File: src/rtl/memory_arbiter_if.sv
// Request/response bus between the two requesters (fetch and load/store),
// the arbiter, and the shared memory. The arbiter connects through the slave
// modport. The requesters and the memory connect through the master modport.
interface memory_arbiter_if #(
    parameter int ADDR_WIDTH = 32,
    parameter int DATA_WIDTH = 32
);
    // Fetch port
    logic                  i_FetchReqValid;
    logic                  o_FetchReqReady;
    logic [ADDR_WIDTH-1:0] i_FetchAddress;
    logic                  o_FetchRspValid;
    logic [DATA_WIDTH-1:0] o_FetchRspData;
    logic                  o_FetchRspError;

    // Load/store port
    logic                  i_DataReqValid;
    logic                  o_DataReqReady;
    logic [ADDR_WIDTH-1:0] i_DataAddress;
    logic                  i_DataWriteEnable;
    logic [DATA_WIDTH-1:0] i_DataWriteData;
    logic                  o_DataRspValid;
    logic [DATA_WIDTH-1:0] o_DataRspData;
    logic                  o_DataRspError;

    // Shared memory side
    logic                  o_MemWriteEnable;
    logic [ADDR_WIDTH-1:0] o_MemAddress;
    logic [DATA_WIDTH-1:0] o_MemDataIn;
    logic [DATA_WIDTH-1:0] i_MemDataOut;

    modport slave (
        input  i_FetchReqValid, i_FetchAddress,
        output o_FetchReqReady, o_FetchRspValid, o_FetchRspData, o_FetchRspError,
        input  i_DataReqValid, i_DataAddress, i_DataWriteEnable, i_DataWriteData,
        output o_DataReqReady, o_DataRspValid, o_DataRspData, o_DataRspError,
        output o_MemWriteEnable, o_MemAddress, o_MemDataIn,
        input  i_MemDataOut
    );

    modport master (
        output i_FetchReqValid, i_FetchAddress,
        input  o_FetchReqReady, o_FetchRspValid, o_FetchRspData, o_FetchRspError,
        output i_DataReqValid, i_DataAddress, i_DataWriteEnable, i_DataWriteData,
        input  o_DataReqReady, o_DataRspValid, o_DataRspData, o_DataRspError,
        input  o_MemWriteEnable, o_MemAddress, o_MemDataIn,
        output i_MemDataOut
    );
endinterface

File: src/rtl/memory_arbiter.sv
// Two-port round-robin arbiter in front of a single combinational-read memory.
// Pipeline: grant -> access stage (drives memory) -> response stage.
// One access per cycle, two-edge latency, responses in acceptance order.
module memory_arbiter #(
    parameter int ADDR_WIDTH = 32,
    parameter int DATA_WIDTH = 32
) (
    input  logic              i_Clock,
    input  logic              i_Reset,
    memory_arbiter_if.slave   bus
);
    typedef enum logic {
        PORT_FETCH = 1'b0,
        PORT_DATA  = 1'b1
    } port_e;

    logic                  w_FetchGrant;
    logic                  w_DataGrant;
    logic [DATA_WIDTH-1:0] w_ReadData;

    port_e                 r_LastGrant;
    logic                  r_AccValid;
    port_e                 r_AccPort;
    logic [ADDR_WIDTH-1:0] r_AccAddress;
    logic                  r_AccWrite;
    logic [DATA_WIDTH-1:0] r_AccData;
    logic                  r_AccError;

    logic                  r_FetchRspValid;
    logic [DATA_WIDTH-1:0] r_FetchRspData;
    logic                  r_FetchRspError;
    logic                  r_DataRspValid;
    logic [DATA_WIDTH-1:0] r_DataRspData;
    logic                  r_DataRspError;

    // Round-robin grant: a lone requester wins, on conflict the port that did not win last time wins.
    always_comb begin
        // NOTE: defaults first so every path assigns both grants and no latch is inferred.
        w_FetchGrant = 1'b0;
        w_DataGrant  = 1'b0;
        // NOTE: grants are masked during reset so nothing is accepted while state is being cleared.
        if (!i_Reset) begin
            if (bus.i_FetchReqValid && (!bus.i_DataReqValid || r_LastGrant == PORT_DATA))
                w_FetchGrant = 1'b1;
            else if (bus.i_DataReqValid)
                w_DataGrant = 1'b1;
        end
    end

    // Stores and errored accesses return zero; only a clean read returns memory data.
    assign w_ReadData = (r_AccWrite || r_AccError) ? '0 : bus.i_MemDataOut;

    // Access stage: capture the accepted request, or go idle while holding address/data.
    always_ff @(posedge i_Clock or posedge i_Reset) begin
        // NOTE: sequential state uses non-blocking assignments so all registers sample pre-edge values.
        if (i_Reset) begin
            r_LastGrant  <= PORT_FETCH;
            r_AccValid   <= 1'b0;
            r_AccPort    <= PORT_FETCH;
            r_AccAddress <= '0;
            r_AccWrite   <= 1'b0;
            r_AccData    <= '0;
            r_AccError   <= 1'b0;
        end else if (w_FetchGrant) begin
            r_LastGrant  <= PORT_FETCH;
            r_AccValid   <= 1'b1;
            r_AccPort    <= PORT_FETCH;
            r_AccAddress <= bus.i_FetchAddress;
            r_AccWrite   <= 1'b0;
            r_AccError   <= (bus.i_FetchAddress[1:0] != 2'b00);
        end else if (w_DataGrant) begin
            r_LastGrant  <= PORT_DATA;
            r_AccValid   <= 1'b1;
            r_AccPort    <= PORT_DATA;
            r_AccAddress <= bus.i_DataAddress;
            r_AccWrite   <= bus.i_DataWriteEnable;
            r_AccData    <= bus.i_DataWriteData;
            r_AccError   <= (bus.i_DataAddress[1:0] != 2'b00);
        end else begin
            r_AccValid   <= 1'b0;
        end
    end

    // Response stage: pulse the owning port's valid for one cycle with the access result.
    always_ff @(posedge i_Clock or posedge i_Reset) begin
        if (i_Reset) begin
            r_FetchRspValid <= 1'b0;
            r_FetchRspData  <= '0;
            r_FetchRspError <= 1'b0;
            r_DataRspValid  <= 1'b0;
            r_DataRspData   <= '0;
            r_DataRspError  <= 1'b0;
        end else if (r_AccValid) begin
            r_FetchRspValid <= (r_AccPort == PORT_FETCH);
            r_DataRspValid  <= (r_AccPort == PORT_DATA);
            if (r_AccPort == PORT_FETCH) begin
                r_FetchRspData  <= w_ReadData;
                r_FetchRspError <= r_AccError;
            end else begin
                r_DataRspData   <= w_ReadData;
                r_DataRspError  <= r_AccError;
            end
        end else begin
            r_FetchRspValid <= 1'b0;
            r_DataRspValid  <= 1'b0;
        end
    end

    assign bus.o_FetchReqReady  = w_FetchGrant;
    assign bus.o_DataReqReady   = w_DataGrant;

    assign bus.o_MemAddress     = r_AccAddress;
    assign bus.o_MemDataIn      = r_AccData;
    assign bus.o_MemWriteEnable = r_AccValid & r_AccWrite & ~r_AccError;

    assign bus.o_FetchRspValid  = r_FetchRspValid;
    assign bus.o_FetchRspData   = r_FetchRspData;
    assign bus.o_FetchRspError  = r_FetchRspError;
    assign bus.o_DataRspValid   = r_DataRspValid;
    assign bus.o_DataRspData    = r_DataRspData;
    assign bus.o_DataRspError   = r_DataRspError;
endmodule

File: src/flat_wrapper.sv
// flat-port wrapper written by rule: the top's interface ports become plain ports
module memory_arbiter_flat 
#(
    parameter int ADDR_WIDTH = 32,
    parameter int DATA_WIDTH = 32
)
  (i_Clock, i_Reset, bus_i_FetchReqValid, bus_i_FetchAddress, bus_o_FetchReqReady, bus_o_FetchRspValid, bus_o_FetchRspData, bus_o_FetchRspError, bus_i_DataReqValid, bus_i_DataAddress, bus_i_DataWriteEnable, bus_i_DataWriteData, bus_o_DataReqReady, bus_o_DataRspValid, bus_o_DataRspData, bus_o_DataRspError, bus_o_MemWriteEnable, bus_o_MemAddress, bus_o_MemDataIn, bus_i_MemDataOut);
  memory_arbiter_if #(.ADDR_WIDTH(ADDR_WIDTH), .DATA_WIDTH(DATA_WIDTH)) bus_i ();
  input  logic i_Clock;
  input  logic i_Reset;
  input wire logic [$bits(bus_i.i_FetchReqValid)-1:0] bus_i_FetchReqValid;
  input wire logic [$bits(bus_i.i_FetchAddress)-1:0] bus_i_FetchAddress;
  output wire logic [$bits(bus_i.o_FetchReqReady)-1:0] bus_o_FetchReqReady;
  output wire logic [$bits(bus_i.o_FetchRspValid)-1:0] bus_o_FetchRspValid;
  output wire logic [$bits(bus_i.o_FetchRspData)-1:0] bus_o_FetchRspData;
  output wire logic [$bits(bus_i.o_FetchRspError)-1:0] bus_o_FetchRspError;
  input wire logic [$bits(bus_i.i_DataReqValid)-1:0] bus_i_DataReqValid;
  input wire logic [$bits(bus_i.i_DataAddress)-1:0] bus_i_DataAddress;
  input wire logic [$bits(bus_i.i_DataWriteEnable)-1:0] bus_i_DataWriteEnable;
  input wire logic [$bits(bus_i.i_DataWriteData)-1:0] bus_i_DataWriteData;
  output wire logic [$bits(bus_i.o_DataReqReady)-1:0] bus_o_DataReqReady;
  output wire logic [$bits(bus_i.o_DataRspValid)-1:0] bus_o_DataRspValid;
  output wire logic [$bits(bus_i.o_DataRspData)-1:0] bus_o_DataRspData;
  output wire logic [$bits(bus_i.o_DataRspError)-1:0] bus_o_DataRspError;
  output wire logic [$bits(bus_i.o_MemWriteEnable)-1:0] bus_o_MemWriteEnable;
  output wire logic [$bits(bus_i.o_MemAddress)-1:0] bus_o_MemAddress;
  output wire logic [$bits(bus_i.o_MemDataIn)-1:0] bus_o_MemDataIn;
  input wire logic [$bits(bus_i.i_MemDataOut)-1:0] bus_i_MemDataOut;
  assign bus_i.i_FetchReqValid = bus_i_FetchReqValid;
  assign bus_i.i_FetchAddress = bus_i_FetchAddress;
  assign bus_o_FetchReqReady = bus_i.o_FetchReqReady;
  assign bus_o_FetchRspValid = bus_i.o_FetchRspValid;
  assign bus_o_FetchRspData = bus_i.o_FetchRspData;
  assign bus_o_FetchRspError = bus_i.o_FetchRspError;
  assign bus_i.i_DataReqValid = bus_i_DataReqValid;
  assign bus_i.i_DataAddress = bus_i_DataAddress;
  assign bus_i.i_DataWriteEnable = bus_i_DataWriteEnable;
  assign bus_i.i_DataWriteData = bus_i_DataWriteData;
  assign bus_o_DataReqReady = bus_i.o_DataReqReady;
  assign bus_o_DataRspValid = bus_i.o_DataRspValid;
  assign bus_o_DataRspData = bus_i.o_DataRspData;
  assign bus_o_DataRspError = bus_i.o_DataRspError;
  assign bus_o_MemWriteEnable = bus_i.o_MemWriteEnable;
  assign bus_o_MemAddress = bus_i.o_MemAddress;
  assign bus_o_MemDataIn = bus_i.o_MemDataIn;
  assign bus_i.i_MemDataOut = bus_i_MemDataOut;
  memory_arbiter #(.ADDR_WIDTH(ADDR_WIDTH), .DATA_WIDTH(DATA_WIDTH)) u_core (.i_Clock(i_Clock), .i_Reset(i_Reset), .bus(bus_i));
endmodule
File: config.mk
export PLATFORM = sky130hd
export DESIGN_NAME = memory_arbiter_flat
export DESIGN_NICKNAME = d
export VERILOG_FILES = /design/src/rtl/memory_arbiter_if.sv /design/src/rtl/memory_arbiter.sv /design/src/flat_wrapper.sv
export SDC_FILE = /design/constraint.sdc
export NUM_CORES = 1
export LEC_CHECK = 0
export BUFFER_PORTS_ARGS = -buffer_cell sky130_fd_sc_hd__buf_4
export CAP_MARGIN = 15
export CORE_UTILIZATION = 40
export CTS_CLUSTER_SIZE = 25
export DETAILED_ROUTE_END_ITERATION = 12
export GPL_TIMING_DRIVEN = 0
export PLACE_DENSITY = 0.68
export RECOVER_POWER = 100
export SLEW_MARGIN = 40
export SYNTH_ARGS = -nofsm -noshare
export SYNTH_HDL_FRONTEND = slang
export SYNTH_SLANG_ARGS = --single-unit
File: constraint.sdc
create_clock -name i_Clock -period 8.7 [get_ports i_Clock]
set_input_delay 0 -clock i_Clock [delete_from_list [all_inputs] [get_ports i_Clock]]
set_output_delay 0 -clock i_Clock [all_outputs]
set_load 0.01 [all_outputs]
---- After elaboration in Yosys (flattened, before gate mapping) ----
Cells that the tools add are included.
Widths: inputs -> output; s select.
word-level totals
  register bits after elaboration ......... 136
  logic and storage cells ................. 45
  output and inout port bits .............. 135
cells by class
  reduce and logical (&&, ||, !) cells .... 10
  multiplexer cells ....................... 18
  bitwise logic cells ..................... 5
operators by type and width
  operator           number
  $mux 32            3
  $mux 1             15
  $reduce_and 2->1   3
  $reduce_bool 2->1  3
  $not 1->1          3
  $and 1x1->1        2
  $logic_or 1x1->1   2
  $logic_and 1x1->1  1
  $logic_not 1->1    1

---- Depth between registers and ports, before layout ----
  word-level depth ........................ 7
  gate-level depth with buffers ........... 5

---- Least setup slack after synthesis ----
No wires, ideal clock.
  path type ............................... input to register
  from .................................... input i_Reset
  to ...................................... register u_core.r_AccAddress[10] (netlist: u_core.bus.o_MemAddress[10])
  setup slack ............................. 4.552 ns
  data arrival time ....................... 4.023 ns
  cell stages on the path ................. 4
  library setup time ...................... 0.125 ns
  buffers on the path ..................... 1
  required time ........................... 8.575 ns
  cell sequence ........................... inv_1 o211ai_4 buf_6 mux2_4
on the way
  word-level cells in the longest chain between the ends .. 2
  elaborated cells on any way between the ends .. 4
ends and longest elaborated chain
  element                                       RTL line              source
  from (decl)                                   flat_wrapper.sv:10    input logic i_Reset;
  $mux 1                                        memory_arbiter.sv:42  if (!i_Reset) begin
  $mux 32 or $reduce_bool 2->1 (tied branches)  n/a
  to (signal assigned)                          memory_arbiter.sv:68  r_AccAddress <= bus.i_FetchAddress;
  to (signal assigned)                          memory_arbiter.sv:75  r_AccAddress <= bus.i_DataAddress;
  to (decl)                                     memory_arbiter.sv:24  logic [ADDR_WIDTH-1:0] r_AccAddress;
Several ways; a longest one is shown, not always the timed one.
A chain may end at the register's enable or synchronous reset.

---- Worst setup path after layout ----
  from .................................... input i_Reset
  to ...................................... register u_core.r_AccAddress[17] (netlist: u_core.bus.o_MemAddress[17])
Same word-level chain as after synthesis.

==> results.txt <==
* Aggregate routed wire length: 17,500 um
- 0 antenna diodes ended up in the layout.
- The final critical path takes up a little over two fifths of the cycle.
- Data arrives at the worst endpoint at about 4 ns.
- Buffers inserted to repair hold after CTS numbered roughly 130.
- Number of instances resized during post-cts repair: 0
- Worst Max-Slew Pin Slew: 0.962 ns
- Worst r2r src: u_core.r_LastGrant$_DFFE_PP0P_
- Setup violations remaining at the end of the flow were counted as 0.
- For flop-to-flop paths, the worst setup slack is roughly 5.8 ns.
* Yosys top cell area share: between 50% and 60%
* Outcome: completed
* Worst hold margin: between 0.15 and 0.2 ns
* Critical path fanouts, max: 75
- Counting every instance in the synthesized netlist gives around 440.
- Via-per-instance ratio: slightly below 5
- Final weighted congestion in routability-driven placement: between 0.8 and 0.9
* Crit path time final: between 3 and 4 ns
- IR analysis of the VDD net gives a maximum drop of about 0.12 mV.
* Launch point of the critical path: i_Reset
- Post-synthesis instance area: approximately 5700 um^2
- Std-Cell Rows: 43
- Starting utilization of the core area: 41.1%
- In this run, the number of DRC markers left after iteration 0 of detailed routing was 255.
* Standby leakage power: around 4.2 nW
- Buffers inserted during post-CTS setup optimization: 0
* Post-Syn Area per Cell: 13.0 um^2
- The total overflow left after global routing is 0.
- For this run, the number of Yosys warnings is 0.
- Fin. max-slew vios: 0
- The first global-routing pass estimated between 20,000 and 30,000 um of wire.
* X dimension of the die: ~120 um
- Post-route antenna net violation count: 0
- CTS saw roughly 140 sinks.
- Setup repair after global routing left no endpoint under its margin.
* Leading post-synthesis cells by cell area: dfrtp_1 (59%), mux2_4 (14%), mux2_2 (8.8%)
- Critical Path Sink: u_core.bus.o_MemAddress[17]$_DFFE_PP0P_
* RR Endpoint: u_core.bus.o_MemAddress[17]$_DFFE_PP0P_
* Number of synthesized register bits: between 100 and 150
* Summed negative setup slack over all endpoints: 0 ns
- Clock root cell: clkbuf_16
- Summing all flip-flop and latch instances after layout gives approximately 3400 um^2.
* Top-Level Pins: between 200 and 300
- Critical Path Start Type: input port
- After detailed routing, the average wire length per cell comes to 16.6 um.
- In the final layout, the share of cells above drive strength 1 is approximately 28%.
- Count of input and output buffers: about 270
- In this run the power density over the cells is between 200 and 250 nW/um^2.
* Category of the critical setup timing path: input port to flip-flop
- The library cell used most frequently in the layout, excluding fill and tap cells, is clkbuf_1.
- Max Clock Skew: 0.00674 ns
- Cell variety after synth: 21
* # DRC: 0
- Min-delay worst type: input port to flip-flop
- Portion of the post-synthesis area used by sequential elements: between 50% and 60%
- Worst-case headroom to the max-slew limit: 35.6%
- DR pass1 iterations: 4
- Routed via count: a little over 5,000
- The wire-length estimate of the detail-placed layout is between 10,000 and 15,000 um.
* Core area: roughly 14,000 um^2
- Clock tree from TritonCTS: yes
- Die Area: roughly 15,000 um^2
- Total GRT Usage: around a quarter
* Register clock-pin slew on the reported worst setup and hold paths: roughly 0.050 ns
* Required time worst endpoint: ~9 ns
* Total of fill cells in the finished design: around 1,200
- Max Freq: between 200 and 300 MHz
- Leaving out fill and tap cells, the most frequent cells in the layout are clkbuf_1 (163), dfrtp_1 (136), dlygate4sd3_1 (132).
* Maximum clock path buffer count: 2
- Total clock buffers created by CTS: 17
* Number of antenna violations at the first check in global routing: 0
- The count of final hold-check violations is 0.
- Area of combinational cells with multiple inputs: roughly 2000 um^2
- The number of nets in the synthesized netlist is roughly 580.
- For the worst flop-to-flop path, the logic depth is 4.
* Net count, final: between 900 and 1,000
- Number of global-route vias before repair: 5,479
- Yosys top cell by area: dfrtp_1
- Max-cap violations in this run came to 0.
- The H-tree was split into 4 levels.
* Die Span Y: 122 um
- For the worst-skew pair, the clock arrives at the later sink with an insertion delay of between 0.4 and 0.5 ns.
* Capturing element type of the critical path: flip-flop
* Pin count of the biggest net entering global routing: 76
- Signed area change from the synthesized netlist to the final layout: 61.1%
[cells in the mapped netlist (all sizes together)]
library cell and n:
nand2b 2, nand2 99, or2 1, dfrtp 136, a32o 1, mux2i 2
mux2 98, o21ai 64, a21oi 1, buf 17, clkbuf 10, a21boi 1
nor2 3, inv 6, o211ai 1
[worst min path at each step]
stage                          start  depth (start not counted)                                       to
6_report         bus_i_FetchReqValid                          3   u_core.bus.o_MemDataIn[29]$_DFFE_PP0P_
5_1_grt          bus_i_FetchReqValid                          3   u_core.bus.o_MemDataIn[30]$_DFFE_PP0P_
4_1_cts                      i_Reset                          3  u_core.bus.o_MemAddress[26]$_DFFE_PP0P_
3_5_place_dp                 i_Reset                          2  u_core.bus.o_MemAddress[26]$_DFFE_PP0P_
3_3_place_gp   bus_i_DataWriteEnable                          2            u_core.r_AccWrite$_DFFE_PP0P_
2_1_floorplan  bus_i_DataWriteEnable                          1            u_core.r_AccWrite$_DFFE_PP0P_
[per-stage QoR]
| step | cells | instance area (um^2) | util (%) | setup WS, ns | total power, mW |
|---|---|---|---|---|---|
| after global placement | 889 | 7960 | 57.1 | 3.00 | 1.34 |
| after detailed placement | 891 | 8020 | 57.6 | 6.83 | 1.36 |
| after floorplan | 442 | 5730 | - | 4.55 | 1.07 |
| after CTS | 1055 | 9930 | 71.3 | 6.17 | 2.16 |
| final | 1055 | 9230 | 66.2 | 4.95 | 2.04 |
| after global routing | 1055 | 9230 | 66.2 | 4.57 | 2.14 |
[logic make-up (layout without fill, tap and decap cells)]
kind of cell           after synthesis  in the layout  share of synthesized area (%)
buffers and inverters               33            466                           3.91
DFF                                136            136                           59.4
AOI/OAI and AO/OA                   68             68                           6.55
and+or+nand+nor                    105            105                           7.14
muxes                              100            100                           23.0
[where the power goes]
group          switching, mW  total [mW]  internal, mW
registers             0.0700       0.819         0.749
logic                  0.242       0.494         0.252
clock network          0.273       0.723         0.450
total                  0.585        2.04          1.45
[flip-flops by register name, summed over array words and instances, names as in the netlist]
name and flops:
u_core.bus.o_DataRspData 32, u_core.bus.o_FetchRspData 32, u_core.bus.o_MemAddress 32, u_core.bus.o_MemDataIn 32, u_core.bus.o_DataRspError 1, u_core.bus.o_DataRspValid 1
u_core.bus.o_FetchRspError 1, u_core.bus.o_FetchRspValid 1, u_core.r_AccError 1, u_core.r_AccValid 1, u_core.r_AccWrite 1, u_core.r_LastGrant 1
[cell type report]
type / count / area share, %
Sequential cell: 136 / 36.9
Timing Repair Buffer: 401 / 31.1
Multi-Input combinational cell: 273 / 21.5
Clock buffer: 20 / 4.73
Tap cell: 180 / 2.44
Clock inverter: 12 / 1.63
Buffer: 27 / 1.53
Inverter: 6 / 0.258
[per-layer routing]
metal	GRT usage (%)	routed length, um	vias to the layer above	share of wire (%)
li1	-	-	2340	-
met3	6.27	1150	28	6.6
met5	0	0	-	0
met4	7.79	328	0	1.9
met2	43.6	9030	215	52
met1	28.5	6980	2491	40
[critical path, cell delays in order]
cell and delay [ns]:
dlygate4sd3_1 0.54, clkbuf_1 0.14, clkinvlp_2 0.59, buf_16 0.50, buf_16 0.27, o211ai_1 0.46
clkbuf_1 0.56, mux2_1 0.39, dlygate4sd3_1 0.58
(Power assumes the default switching activity.)
